===== config.mk =====
export PLATFORM = sky130hd
export DESIGN_NAME = sub_operand_feeder
export DESIGN_NICKNAME = d
export VERILOG_FILES = /design/src/rtl/sub_pkg.sv /design/src/rtl/sub_sync_fifo.sv /design/src/rtl/sub_operand_feeder.sv
export SDC_FILE = /design/constraint.sdc
export NUM_CORES = 1
export LEC_CHECK = 0
export BUFFER_PORTS_ARGS = -buffer_cell sky130_fd_sc_hd__buf_4
export CAP_MARGIN = 20
export CORE_ASPECT_RATIO = 0.6
export CORE_MARGIN = 2
export CORE_UTILIZATION = 58
export DETAILED_ROUTE_END_ITERATION = 10
export GPL_TIMING_DRIVEN = 0
export PLACE_DENSITY = 0.9
export SYNTH_ARGS = -nofsm -noshare
export SYNTH_HDL_FRONTEND = slang
export SYNTH_SLANG_ARGS = --single-unit

===== constraint.sdc =====
create_clock -name clk -period 6.6 [get_ports clk]
set_input_delay 0 -clock clk [delete_from_list [all_inputs] [get_ports clk]]
set_output_delay 0 -clock clk [all_outputs]
set_load 0.02 [all_outputs]

===== src/rtl/sub_pkg.sv =====
// Shared types for the 8-bit subtractor datapath: operand width and the
// minuend/subtrahend pair carried through the feeder FIFO.
package sub_pkg;

  localparam int OPND_W = 8;

  typedef struct packed {
    logic [OPND_W-1:0] a;  // minuend
    logic [OPND_W-1:0] b;  // subtrahend
  } opnd_pair_t;

endpackage


===== src/rtl/sub_sync_fifo.sv =====
// Single-clock FIFO with registered occupancy. The caller gates push and pop,
// so push only happens when not full and pop only happens when not empty.
module sub_sync_fifo
  import sub_pkg::*;
#(
  parameter  int  DEPTH = 8,
  parameter  type T     = opnd_pair_t,
  localparam int  PTR_W = $clog2(DEPTH),
  localparam int  LVL_W = PTR_W + 1
) (
  input  logic             clk,
  input  logic             rst,
  input  logic             flush,
  input  logic             push,
  input  logic             pop,
  input  T                 wdata,
  output T                 rdata,
  output logic [LVL_W-1:0] level,
  output logic             full,
  output logic             empty
);

  T                 mem [DEPTH];
  logic [PTR_W-1:0] wr_ptr;
  logic [PTR_W-1:0] rd_ptr;

  // NOTE: storage has no reset; the pointers and level alone decide what is
  // valid, and a resettable array would cost a flop-mux per bit for nothing.
  always_ff @(posedge clk) begin
    if (push) mem[wr_ptr] <= wdata;
  end

  // NOTE: every sequential assignment uses <= so all registers update from
  // pre-edge values, no matter what order the statements are written in.
  always_ff @(posedge clk) begin
    if (!rst || flush) begin
      wr_ptr <= '0;
      rd_ptr <= '0;
      level  <= '0;
    end else begin
      if (push) wr_ptr <= wr_ptr + 1'b1;  // DEPTH is a power of 2, so this wraps
      if (pop)  rd_ptr <= rd_ptr + 1'b1;
      case ({push, pop})
        2'b10:   level <= level + 1'b1;
        2'b01:   level <= level - 1'b1;
        default: level <= level;
      endcase
    end
  end

  assign rdata = mem[rd_ptr];
  assign full  = (level == LVL_W'(DEPTH));
  assign empty = (level == '0);

endmodule


===== src/rtl/sub_operand_feeder.sv =====
// Feeder stage in front of the subtractor: buffers operand pairs and issues
// one per enabled cycle onto registered in1/in2 with an op_valid qualifier.
module sub_operand_feeder
  import sub_pkg::*;
#(
  parameter  int DEPTH = 8,
  localparam int LVL_W = $clog2(DEPTH) + 1
) (
  input  logic              clk,
  input  logic              rst,
  input  logic              s_valid,
  output logic              s_ready,
  input  logic [OPND_W-1:0] s_in1,
  input  logic [OPND_W-1:0] s_in2,
  input  logic              issue_en,
  input  logic              flush,
  output logic [OPND_W-1:0] in1,
  output logic [OPND_W-1:0] in2,
  output logic              op_valid,
  output logic [LVL_W-1:0]  level,
  output logic [15:0]       issued
);

  opnd_pair_t head;
  logic       full;
  logic       empty;
  logic       push;
  logic       pop;

  // Readiness looks only at the registered level, never at a same-cycle pop.
  assign s_ready = !full && rst && !flush;
  assign push    = s_valid && s_ready;
  assign pop     = issue_en && !empty && !flush;

  sub_sync_fifo #(
    .DEPTH (DEPTH),
    .T     (opnd_pair_t)
  ) u_fifo (
    .clk   (clk),
    .rst   (rst),
    .flush (flush),
    .push  (push),
    .pop   (pop),
    .wdata ('{a: s_in1, b: s_in2}),
    .rdata (head),
    .level (level),
    .full  (full),
    .empty (empty)
  );

  // in1/in2 hold their last issued values whenever nothing is popped.
  always_ff @(posedge clk) begin
    if (!rst) begin
      in1      <= '0;
      in2      <= '0;
      op_valid <= 1'b0;
      issued   <= '0;
    end else begin
      op_valid <= pop;
      if (pop) begin
        in1    <= head.a;
        in2    <= head.b;
        issued <= issued + 1'b1;
      end
    end
  end

endmodule


[Word-level counts from Yosys, hierarchy flattened]
Memory sizes are Yosys's and may differ from the RTL's. A register that Yosys moved wholly into a read port is not among the register bits.
Index checks and enable logic that the tools add are counted.
Storage, ports and cells
  flip-flop bits (word level): 27
  memory bits (writable): 128
  input bits: 21
  word-level logic and storage cells: 30
  memories kept: 1
Cells by class
  add/sub/neg operators: 5
  equality and inequality tests: 3
  muxes and demuxes: 3
  reduce and logical (&&, ||, !) cells: 13
Memory list
  u_fifo.mem: words 8, width 16, read ports 1, clocked after memory_dff 1, write ports 1, RTL line sub_sync_fifo.sv:23  | T mem [DEPTH];
Operators by type and width (number)
  $add 16x1->16 const B: 1
  $pmux 4 s2: 1
  $add 3x1->3 const B: 2
  $logic_and 1x1->1: 5
  $logic_not 1->1: 5
  $add 4x1->4 const B: 1
  $eq 4x4->1 const B: 1
  $logic_not 4->1: 1
  $sub 4x1->4 const B: 1
  $eq 2x1->1 const B: 1
  $eq 2x2->1 const B: 1
  $mux 1: 2
  $reduce_bool 2->1: 1
  $logic_or 1x1->1: 1

[Logic depth before layout (Yosys ltp)]
  depth after elaboration: 7
  gate-level depth with buffers: 11
  mapped depth without buffers: 9

[Cells and area by module]
A second synthesis with hierarchy kept.
Second synthesis, totals
  cell total of the unflattened synthesis: 418
  area total of the unflattened synthesis: 6874.1 µm²
Modules (own cells, without submodules)
  sub_sync_fifo: instances 1, cells an instance 259, area an instance 5552.8 µm²
  sub_operand_feeder: instances 1, cells an instance 159, area an instance 1321.3 µm²

[Least setup slack after synthesis]
No wires, ideal clock.
  path kind: register to register
  from: register u_fifo.level[0]
  to: memory u_fifo.mem[0][0] in the netlist's numbering, enable pin
  setup time: 0.430 ns
  arrival time: 2.576 ns
  required time: 6.170 ns
  path slack: 3.593 ns
  stages on the path, launching flop included: 4
  path buffers: 0
  clock period less this slack: 3.007 ns
  path through: dfxtp_1 nor4b_1 nand3b_1 nor4_1
On the way
  longest elaborated chain between the ends: 7
Ends and longest elaborated chain
  start, declared: RTL line sub_sync_fifo.sv:18  | output logic [LVL_W-1:0] level,
  start signal, assigned: RTL line sub_sync_fifo.sv:44  | 2'b10: level <= level + 1'b1;
  start signal, assigned: RTL line sub_sync_fifo.sv:45  | 2'b01: level <= level - 1'b1;
  start signal, assigned: RTL line sub_sync_fifo.sv:46  | default: level <= level;
  $eq 4x4->1: RTL line sub_sync_fifo.sv:52  | assign full = (level == LVL_W'(DEPTH));
  $logic_not 1->1: RTL line sub_operand_feeder.sv:31  | assign s_ready = !full && rst && !flush;
  $logic_and 1x1->1 (2 in series): RTL line sub_operand_feeder.sv:31
  $logic_and 1x1->1: RTL line sub_operand_feeder.sv:32  | assign push = s_valid && s_ready;
  $mux 1: RTL line sub_sync_fifo.sv:30  | if (push) mem[wr_ptr] <= wdata;
  $mux 1 (implied by the code): RTL line sub_sync_fifo.sv:30
  end, declared: RTL line sub_sync_fifo.sv:23
Every way passes these cells.

[Worst setup path in the final report]
  from: register u_fifo.level[0]
  to: register u_fifo.level[3]
RTL lines
  $logic_not 4->1 (*): RTL line sub_sync_fifo.sv:53  | assign empty = (level == '0);
  $logic_not 1->1 (*): RTL line sub_operand_feeder.sv:33  | assign pop = issue_en && !empty && !flush;
  $logic_and 1x1->1 (*) (2 in series): RTL line sub_operand_feeder.sv:33
  named net pop: RTL line sub_operand_feeder.sv:28  | logic pop;
  $eq 2x1->1 / $eq 2x2->1 (equally long branches): RTL line sub_sync_fifo.sv:43  | case ({push, pop})
  $pmux 4 s2 / $reduce_bool 2->1 (equally long branches)
Mark *: on every way through the listed nets, which the timed path passes. The rest lies on a longest branch.
A chain may end at the register's enable or synchronous reset.

==> summary.txt <==
status -> completed
initial core utilization -> 60.7%
share of the synthesized area in the top cell type -> 58.7%
Slowest cell on crit path -> or4_1
max-cap viol count -> 0
Ports -> 59
largest net degree at the start of global routing -> 17
Int Pwr -> 1.71 mW
top cell family by delay on the critical path -> simple AND/OR/NAND/NOR gates
Async S/R FF share, synth -> 0%
final cycle utilization of the critical path -> 46.8%
fin cells -> 656
Tmin final -> 3.09 ns
initial antenna violation count -> 0
Clk network pwr share -> 43.6%
HP Start -> s_valid
Post-Syn Area per Cell -> 16.3 µm²
post-route setup slack -> 3.51 ns
Worst Setup End Kind -> flop
Die Y -> 86.3 µm
stages on the worst setup path -> 10
CTS Root Cell -> clkbuf_16
EDFF count, synth -> 128
die footprint -> 12,200 µm²
postcts setup bufs -> 0
total congestion overflow -> 0
relative max-transition margin -> 31.4%
reg2reg setup slack -> 3.51 ns
number of global-route vias before repair -> 4,223
Via density -> 6.34
routability cong. -> 0.781
Reg clk slew, reported paths -> 0.07 ns
CTS tree -> built
Detailed Route WL -> 15.6 mm
CP max FO -> 10
area grow syn2layout -> 22.8%
Slew @ Worst Pin -> 1.02 ns
Synth Instances -> 401
CP cell instances -> or4_1 > buf_2 > and2_1 > clkbuf_1 > ha_1 > ha_1 > nand3_1 > and4b_1 > o21ai_0 > o31ai_1
synthesis-stage register bit count -> 171
Final nets -> 532
Flop pwr share -> 53.7%
worst r2r path cells -> 10
pre-CTS setup slack -> 3.68 ns
first-pass GRT wire length -> 23.5 mm
wire length per cell -> 23.8 µm
synthesized area -> 6550 µm²
FP Rows -> 29
IO buf count -> 58
ys flop type -> edfxtp_1
synth unique cells -> 36
Hold Crit Endpoint -> u_fifo.wr_ptr[2]
power per standard cell area -> 269 nW/µm²
n_diodes -> 0
worst r2r src -> u_fifo.level[0]
Lkg Pwr -> 2.76 nW
cell repeated most along the worst path -> ha_1
Yosys Warn Count -> 0
count of final setup violators -> 0
Startpoint Class -> flop
clock tree buffer depth -> 2
Min-Delay Path Depth -> 5
1st-iter DRT viols -> 448
CP max stage delay -> 0.55 ns
Fin. Hold Viols -> 0
worst skew pair latency -> 0.43 ns
fmax -> 0.324 GHz
WS Path Type -> flop to flop
RSZ-0062 raised after global routing -> no
vias -> 4,157
dpl hpwl -> 9.40 mm
Die W -> 141 µm
Area contributors post-synth -> edfxtp_1 (59%), dfxtp_1 (13%), mux4_2 (11%)
Mapped Nets -> 429
GRT Overall Usage -> 26.9%
Worst Path Required -> 6.91 ns
share of layout cells above drive strength 1 -> 28.8%
DRC viols -> 0
htree depth -> 4
switching power -> 0.454 mW
hold crit path type -> input port to flop
CORE AREA -> 10,800 µm²
dpl cells -> 607
worst reg2reg endpoint -> u_fifo.level[3]
Sw Ratio -> 21.0%
top-count cell post-synth -> edfxtp_1
Post-synth top cells -> edfxtp_1 (128), dfxtp_1 (43), nor2_1 (38)
Pre-Repair DR Iteration Count -> 5
Worst VDD drop -> 0.187 mV
CTS buffer count -> 17
crit path buf inv count -> 2
fin. max-slew vios -> 0
antenna-violating nets left -> 0
clk_skew -> 0.00681 ns
cell taking the most area after synthesis -> edfxtp_1
sequential fraction of the synthesis area -> 71.9%
total clock sinks -> 171
crit path DAT -> 3.40 ns
post-route setup TNS -> 0 ns
Comb pwr share -> 2.7%
[stage by stage]
stage | hold WS, ns | total power [mW] | area (µm²) | util (%)
final | 0.0264 | 2.16 | 8040 | 74.6
after global routing | 0.0450 | 2.21 | 8040 | 74.6
after CTS | 0.0113 | 2.17 | 8040 | 74.6
after detailed placement | 0.239 | 1.23 | 7310 | 67.8
after global placement | 0.229 | 1.23 | 7160 | 66.4
after floorplan | 0.0989 | 1.20 | 6550 | -
[per-layer routing]
| metal | part of all wire [%] | up-vias | global-route usage (%) |
|---|---|---|---|
| met5 | 0 | - | 0 |
| met4 | 2.6 | 0 | 10.9 |
| met3 | 8.8 | 43 | 7.62 |
| met2 | 49 | 239 | 44.0 |
| met1 | 40 | 2098 | 35.1 |
| li1 | - | 1777 | - |
[power groups by stage]
stage	logic, mW	clock network, mW	registers, mW
5_1_grt	0.0627	0.991	1.16
6_report	0.0586	0.945	1.16
3_5_place_dp	0.0485	0	1.18
2_1_floorplan	0.0169	0	1.19
3_3_place_gp	0.0439	0	1.18
4_1_cts	0.0576	0.946	1.16
[worst max-delay path by stage]
stage                         start           endpoint  slack, ns
floorplan           u_fifo.level[0]   u_fifo.mem[0][0]       3.59
global placement                rst  u_fifo.mem[0][10]       1.89
detailed placement  u_fifo.level[0]    u_fifo.level[3]       3.68
CTS                 u_fifo.level[0]    u_fifo.level[3]       3.59
global route        u_fifo.level[0]    u_fifo.level[3]       3.32
finish              u_fifo.level[0]    u_fifo.level[3]       3.51
[final cells by class]
type                       instances  area, µm²
clock inverter                    12       80.1
clock buffer                      20        478
inverter                           9       33.8
tap                              139        174
sequential                       171       4700
timing repair buffer              84        726
fill                             598       2740
multi-input combinational        202       1760
buffer                            19       81.3
[cells by family after synthesis]
kind of cell,count (synthesis),synth area share [%]
flops,171,71.9
compound gates,57,4.78
fa+ha+maj,7,1.45
mux,34,11.3
simple gates,92,7.22
xor+xnor,12,1.61
buf+inv,28,1.76
[state kept, by name (all words and copies together) (netlist names)]
name / flops
u_fifo.mem: 128
in2: 8
u_fifo.wr_ptr: 3
in1: 8
u_fifo.rd_ptr: 3
op_valid: 1
issued: 16
u_fifo.level: 4
[timing repair]
item | 4_1_cts | 5_1_grt
resized for setup | 0 | 0
hold endpoints to repair | 130 | 0
hold buffers | 17 | 0
[cell usage in the layout, fill, tap and decap left out, drive strengths merged, types with 6 or more instances in the layout]
master and instances:
edfxtp 128, buf 75, dfxtp 43, nor2 38
mux4 32, clkbuf 31, o21ai 26, dlygate4sd3 17
inv 17, o22ai 16, a21oi 12, nand3 10
or3 8, xnor2 7, nor3 7, nand2 6
ha 6
[worst register-to-register path, delay by kind of cell, from the launching register on]
| kind | cells | cell delay (ns) |
|---|---|---|
| buffers and inverters | 2 | 0.52 |
| flip-flops | 1 | 0.40 |
| adder cells (fa/ha/maj) | 2 | 0.72 |
| AO/OA/AOI/OAI | 2 | 0.23 |
| AND/OR/NAND/NOR | 4 | 1.10 |
Power figures use the tool's default switching activity.
